$ cat src/rtl/soc_ctrl_rst_seq.sv
// soc_ctrl_rst_seq
// Per-domain reset and clock-enable sequencer. After power-on reset, and on
// every software request, it drives the domain through this sequence:
// gate clock, assert reset, release reset, settle, and (software requests
// only) acknowledge.
//
// State table
//   state  | meaning
//   GATE   | domain clock gated, reset still released (GATE_CYCLES)
//   RESET  | domain reset asserted (RST_HOLD_CYCLES); power-on entry state
//   SETTLE | reset released, clock still gated (EN_DELAY_CYCLES)
//   ACK    | software sequence done, waiting for rst_req_i to drop
//   RUN    | normal operation, clk_en_o follows clk_en_req_i
//
// Ports
//   clk_i         sequencer clock
//   arst_ni       asynchronous active-low reset
//   rst_req_i     software reset request (4-phase with rst_ack_o)
//   clk_en_req_i  requested domain clock enable, honoured only in RUN
//   arst_no       domain reset, active-low, registered
//   clk_en_o      domain clock enable, registered
//   rst_ack_o     request acknowledge, registered
//   busy_o        high whenever the sequencer is not in RUN
//   rst_cnt_o     completed software sequences, saturating
//                 (present only with SOC_CTRL_RST_SEQ_CNT_EN defined)
//
// Build option: define SOC_CTRL_RST_SEQ_CNT_EN to add rst_cnt_o.

module soc_ctrl_rst_seq #(
    parameter int unsigned GATE_CYCLES     = 4,
    parameter int unsigned RST_HOLD_CYCLES = 16,
    parameter int unsigned EN_DELAY_CYCLES = 8
) (
    input  logic       clk_i,
    input  logic       arst_ni,
    input  logic       rst_req_i,
    input  logic       clk_en_req_i,
    output logic       arst_no,
    output logic       clk_en_o,
    output logic       rst_ack_o,
    output logic       busy_o
`ifdef SOC_CTRL_RST_SEQ_CNT_EN
    ,
    output logic [7:0] rst_cnt_o
`endif
);

    localparam int unsigned MAX_GR  = (GATE_CYCLES > RST_HOLD_CYCLES) ? GATE_CYCLES : RST_HOLD_CYCLES;
    localparam int unsigned MAX_ALL = (MAX_GR > EN_DELAY_CYCLES) ? MAX_GR : EN_DELAY_CYCLES;
    localparam int unsigned CNT_W   = $clog2(MAX_ALL) + 1;

    localparam logic [CNT_W-1:0] GATE_LOAD   = CNT_W'(GATE_CYCLES - 1);
    localparam logic [CNT_W-1:0] RST_LOAD    = CNT_W'(RST_HOLD_CYCLES - 1);
    localparam logic [CNT_W-1:0] SETTLE_LOAD = CNT_W'(EN_DELAY_CYCLES - 1);

    typedef enum logic [2:0] {
        ST_GATE   = 3'd0,
        ST_RESET  = 3'd1,
        ST_SETTLE = 3'd2,
        ST_ACK    = 3'd3,
        ST_RUN    = 3'd4
    } state_t;

    state_t           state_q, state_d;
    logic [CNT_W-1:0] cnt_q, cnt_d;
    logic             sw_q, sw_d;
    logic             arst_d, clk_en_d, ack_d;

    // State register
    always_ff @(posedge clk_i or negedge arst_ni) begin
        if (!arst_ni) begin
            state_q <= ST_RESET;
            cnt_q   <= RST_LOAD;
            sw_q    <= 1'b0;
        end else begin
            state_q <= state_d;
            cnt_q   <= cnt_d;
            sw_q    <= sw_d;
        end
    end

    // Next-state logic; each timed state lasts exactly load+1 cycles
    always_comb begin
        state_d = state_q;
        cnt_d   = cnt_q;
        sw_d    = sw_q;
        case (state_q)
            ST_RUN: begin
                if (rst_req_i) begin
                    state_d = ST_GATE;
                    cnt_d   = GATE_LOAD;
                    sw_d    = 1'b1;
                end
            end
            ST_GATE: begin
                if (cnt_q == '0) begin
                    state_d = ST_RESET;
                    cnt_d   = RST_LOAD;
                end else begin
                    cnt_d = cnt_q - CNT_W'(1);
                end
            end
            ST_RESET: begin
                if (cnt_q == '0) begin
                    state_d = ST_SETTLE;
                    cnt_d   = SETTLE_LOAD;
                end else begin
                    cnt_d = cnt_q - CNT_W'(1);
                end
            end
            ST_SETTLE: begin
                if (cnt_q == '0) begin
                    state_d = sw_q ? ST_ACK : ST_RUN;
                end else begin
                    cnt_d = cnt_q - CNT_W'(1);
                end
            end
            ST_ACK: begin
                if (!rst_req_i) begin
                    state_d = ST_RUN;
                    sw_d    = 1'b0;
                end
            end
            default: begin
                state_d = ST_RESET;
                cnt_d   = RST_LOAD;
            end
        endcase
    end

    // Output decode. The clock enable needs RUN both now and next so that it
    // drops on the request edge and only reopens one cycle after ACK->RUN.
    always_comb begin
        arst_d   = (state_d != ST_RESET);
        ack_d    = (state_d == ST_ACK);
        clk_en_d = (state_q == ST_RUN) && (state_d == ST_RUN) && clk_en_req_i;
    end

    always_ff @(posedge clk_i or negedge arst_ni) begin
        if (!arst_ni) begin
            arst_no   <= 1'b0;
            clk_en_o  <= 1'b0;
            rst_ack_o <= 1'b0;
        end else begin
            arst_no   <= arst_d;
            clk_en_o  <= clk_en_d;
            rst_ack_o <= ack_d;
        end
    end

    assign busy_o = (state_q != ST_RUN);

`ifdef SOC_CTRL_RST_SEQ_CNT_EN
    always_ff @(posedge clk_i or negedge arst_ni) begin
        if (!arst_ni) begin
            rst_cnt_o <= 8'd0;
        end else if ((state_q == ST_ACK) && (state_d == ST_RUN) && (rst_cnt_o != 8'hFF)) begin
            rst_cnt_o <= rst_cnt_o + 8'd1;
        end
    end
`endif

endmodule

$ cat config.mk
export PLATFORM = sky130hd
export DESIGN_NAME = soc_ctrl_rst_seq
export DESIGN_NICKNAME = d
export VERILOG_FILES = /design/src/rtl/soc_ctrl_rst_seq.sv
export SDC_FILE = /design/constraint.sdc
export NUM_CORES = 1
export LEC_CHECK = 0
export BUFFER_PORTS_ARGS = -buffer_cell sky130_fd_sc_hd__buf_4
export CAP_MARGIN = 20
export CORE_MARGIN = 2
export CORE_UTILIZATION = 45
export DETAILED_ROUTE_END_ITERATION = 10
export HOLD_SLACK_MARGIN = 0.03
export PLACE_DENSITY = 0.66
export SYNTH_ARGS = -nofsm -noshare
export SYNTH_HDL_FRONTEND = slang
export SYNTH_SLANG_ARGS = --single-unit
$ cat constraint.sdc
create_clock -name clk_i -period 1.6 [get_ports clk_i]
set_input_delay 0.08 -clock clk_i [delete_from_list [all_inputs] [get_ports clk_i]]
set_output_delay 0.08 -clock clk_i [all_outputs]
set_load 0.1 [all_outputs]
==> flow_summary_export.csv <==
group,metric,value,unit
critical_path,cp-end-kind,"register",
global_routing,busiest_layer,"met1",
sta,relSlewSlack,0.7111,
floorplan,coreArea,1489,sq um
final_layout,fillers,133,
global_routing,grt_pass1_vias,585,
detailed_routing,drt_iter0_markers,10,
synth,yosys.area.top_type,"dfrtp_1",
synth,synth_edf_count,0,
synth,synthTopCellsByArea,"dfrtp_1 (25%), dfstp_2 (19%), a21oi_1 (5.7%)",
synth,seq_area_frac_synth,0.4352,
critical_path,crit_slowest_cell,"or4b_4",
sta,setup_slack,0.02235,ns
floorplan,io_pins,8,
global_routing,grt_pass1_wl,2718,um
global_routing,overflow,0,
critical_path,crit_buf_inv,1,
synth,synth_area,704.4,sq um
detailed_routing,avgViaCountPerCell,5.874,
critical_path,cp_top_family,"simple AND/OR/NAND/NOR gates",
global_routing,grt_max_degree,16,
run,cap_violations,0,
critical_path,cpPeakStageDelay,0.52,ns
hold_path,hp-class,"input port to register",
global_routing,met3_usage,0.02500,
floorplan,chipHeight,43.57,um
synth,synth_nets,80,
cts,cts-root-buf,"clkbuf_4",
cts,cts_buffer_depth,2,
final_layout,n_antenna_cell,0,
detailed_routing,avgRoutedWirePerCell,14.83,um
outcome,status,"finished clean",
sta,finalMaxSlewViolations,0,
synth,yosys_warnings,0,
sta,setup_viol,0,
critical_path,cp_common_cell,"o21ai_1",
final_layout,drive_gt1_frac,0.3563,
power_and_ir_drop,power_density,1881,nW/um^2
power_and_ir_drop,p_leak,0.3524,nW
sta,fin_crit,1.578,ns
final_layout,instances_no_fill,103,
sta,timing.final.crit_share,0.9860,
sta,finClkSkew,0.01712,ns
placed_design,dp.cells,97,
sta,fmax,633.9,MHz
cts,cts-buffers-inserted,3,
critical_path,worstSetupStartpointType,"register",
synth,ys_ff_latch,12,
cts,htreeDepth,1,
global_routing,use_met2,0.2824,
synth,synth_ff_type,"dfrtp_1",
placed_design,dp_slack,-0.03590,ns
final_layout,nets,93,
placed_design,portBuffers,7,
critical_path,arrival,1.78,ns
power_and_ir_drop,power,1.619,mW
detailed_routing,dr.pass1.iters,4,
sta,worstMarginPinSlew,0.4316,ns
global_routing,antenna_found_initial,0,
placed_design,place_hpwl,1053,um
critical_path,critPathKind,"register to register",
detailed_routing,finalWirelength,1528,um
synth,synth_cells,75,
detailed_routing,drc,0,
power_and_ir_drop,vdd_drop_max,0.9817,mV
floorplan,dieArea,1898,sq um
detailed_routing,ant_nets,0,
cts,cts_sinks,12,
sta,rsz0062_at_grt,"true",
cts,path_clk_slew,0.09,ns
synth,async_flop_share,1.000,
placed_design,gp_congestion,0.7838,
final_layout,seqCellArea,310.3,sq um
critical_path,critPathMaxFanout,5,
detailed_routing,vias,605,
global_routing,groute.layer.met1.usage,0.2884,
floorplan,start_util,0.4731,
critical_path,crit_chain,"inv_2, ha_4, or4b_4, o211ai_4, o21ai_1, o21ai_1",
global_routing,grt.total_usage,0.1978,
synth,ys_types,29,
synth,synth_top_area_share,0.2487,
final_layout,syn_to_final_growth,22.20,%
cts,cts_tree,"done",
sta,hold-worst-slack,0.03209,ns
floorplan,fp-row-count,14,
sta,setup_tns,0,ns
synth,avgSynthCellArea,9.392,sq um
critical_path,worst_ep_required_time,1.80,ns
cts,clock_latency,0.28,ns
sta,hold_viol_final,0,
floorplan,die_w,43.57,um
final_layout,multi_input_area,389.1,sq um
[cell usage in the layout, fill, tap and decap left out]
| cell | synthesis | final |
|---|---|---|
| buf_6 | 0 | 1 |
| or4b_1 | 1 | 1 |
| nor2_2 | 0 | 1 |
| dfrtp_1 | 7 | 7 |
| inv_1 | 5 | 3 |
| nor2_1 | 7 | 6 |
| o21a_1 | 2 | 2 |
| o211ai_4 | 1 | 1 |
| a211oi_2 | 0 | 1 |
| nor3b_1 | 1 | 1 |
| o21ai_0 | 4 | 4 |
| o211ai_1 | 1 | 1 |
| a21boi_0 | 1 | 1 |
| nand2_2 | 0 | 1 |
| mux2_2 | 2 | 2 |
| nand3_1 | 3 | 3 |
| nand2b_1 | 3 | 3 |
| o21ai_1 | 3 | 3 |
| nor3_4 | 0 | 1 |
| a32oi_1 | 1 | 1 |
| inv_2 | 0 | 2 |
| o22ai_1 | 2 | 2 |
| nand3b_1 | 2 | 2 |
| or4b_4 | 1 | 1 |
| a21oi_1 | 8 | 8 |
| dfstp_4 | 0 | 1 |
| dfstp_2 | 5 | 4 |
| nor4_1 | 1 | 1 |
| clkbuf_4 | 0 | 3 |
| nor4b_4 | 1 | 1 |
| nand2_1 | 5 | 4 |
| clkbuf_1 | 1 | 1 |
| ha_4 | 0 | 1 |
| buf_4 | 0 | 10 |
| dlygate4sd3_1 | 0 | 1 |
| nor3_1 | 1 | 1 |
[power breakdown]
group	internal [mW]	switching [mW]	total [mW]	leakage (nW)
registers	0.469	0.149	0.618	0.145
logic	0.325	0.468	0.792	0.192
clock network	0.0967	0.112	0.209	0.0150
[path summary, 6_finish.rpt]
path	from	endpoint	slack [ns]	depth (start not counted)
max reg2reg	cnt_q[0]	cnt_q[2]	0.02	6
max	cnt_q[0]	cnt_q[2]	0.02	6
min reg2reg	cnt_q[1]	cnt_q[1]	0.50	2
min	rst_req_i	clk_en_o	0.03	2
max in group asynchronous	arst_ni	cnt_q[2]	1.19	2
min in group asynchronous	arst_ni	state_q[2]	0.16	2
[cell families (layout without fill, tap and decap cells)]
group           after synthesis  in the layout  synth area share
mux                           2              2           0.03197
compound gates               24             24            0.2203
buf+inv                       9             21           0.05328
flops                        12             12            0.4352
simple gates                 27             27            0.2416
fa+ha+maj                     1              1           0.01776
[layout make-up]
class,count,share of cell area
clock buffers,4,0.03052
inverters,5,0.02180
repair buffers,12,0.1119
multi-input cells,54,0.4520
well taps,16,0.02326
flip-flops and latches,12,0.3605
[Yosys cell counts (2+ instances only)]
cell      n
o21ai_1   3
nand3b_1  2
o21a_1    2
buf_2     3
dfstp_2   5
nor2_1    7
a21oi_1   8
o21ai_0   4
inv_1     5
o22ai_1   2
nand2b_1  3
nand2_1   5
mux2_2    2
dfrtp_1   7
nand3_1   3
[stage by stage]
stage	area, sq um	util
finish	860.8	0.5782
global route	860.8	0.5782
CTS	839.6	0.5639
detailed placement	783.3	0.5261
global placement	783.3	0.5261
floorplan	706.9	-
[sequential cells by signal (all words and copies together) (netlist names)]
register / cells
arst_no: 1
clk_en_o: 1
cnt_q: 5
state_q: 3
sw_q: 1
rst_ack_o: 1
[routing by layer]
layer / vias up / part of all wire / routed length, um
met3: 4 / 0.046 / 71
met2: 21 / 0.44 / 676
met4: 0 / 0.022 / 34
met5: - / 0 / 0
met1: 283 / 0.49 / 745
li1: 297 / - / -
[timing repair]
item,CTS,global route
buffers inserted,1,0
hold buffers,1,0
pin swaps,3,3
setup endpoints to repair,4,8
resized for setup,3,6
endpoints found under the hold margin,12,0
No activity file was read; power rests on OpenSTA's default activity.
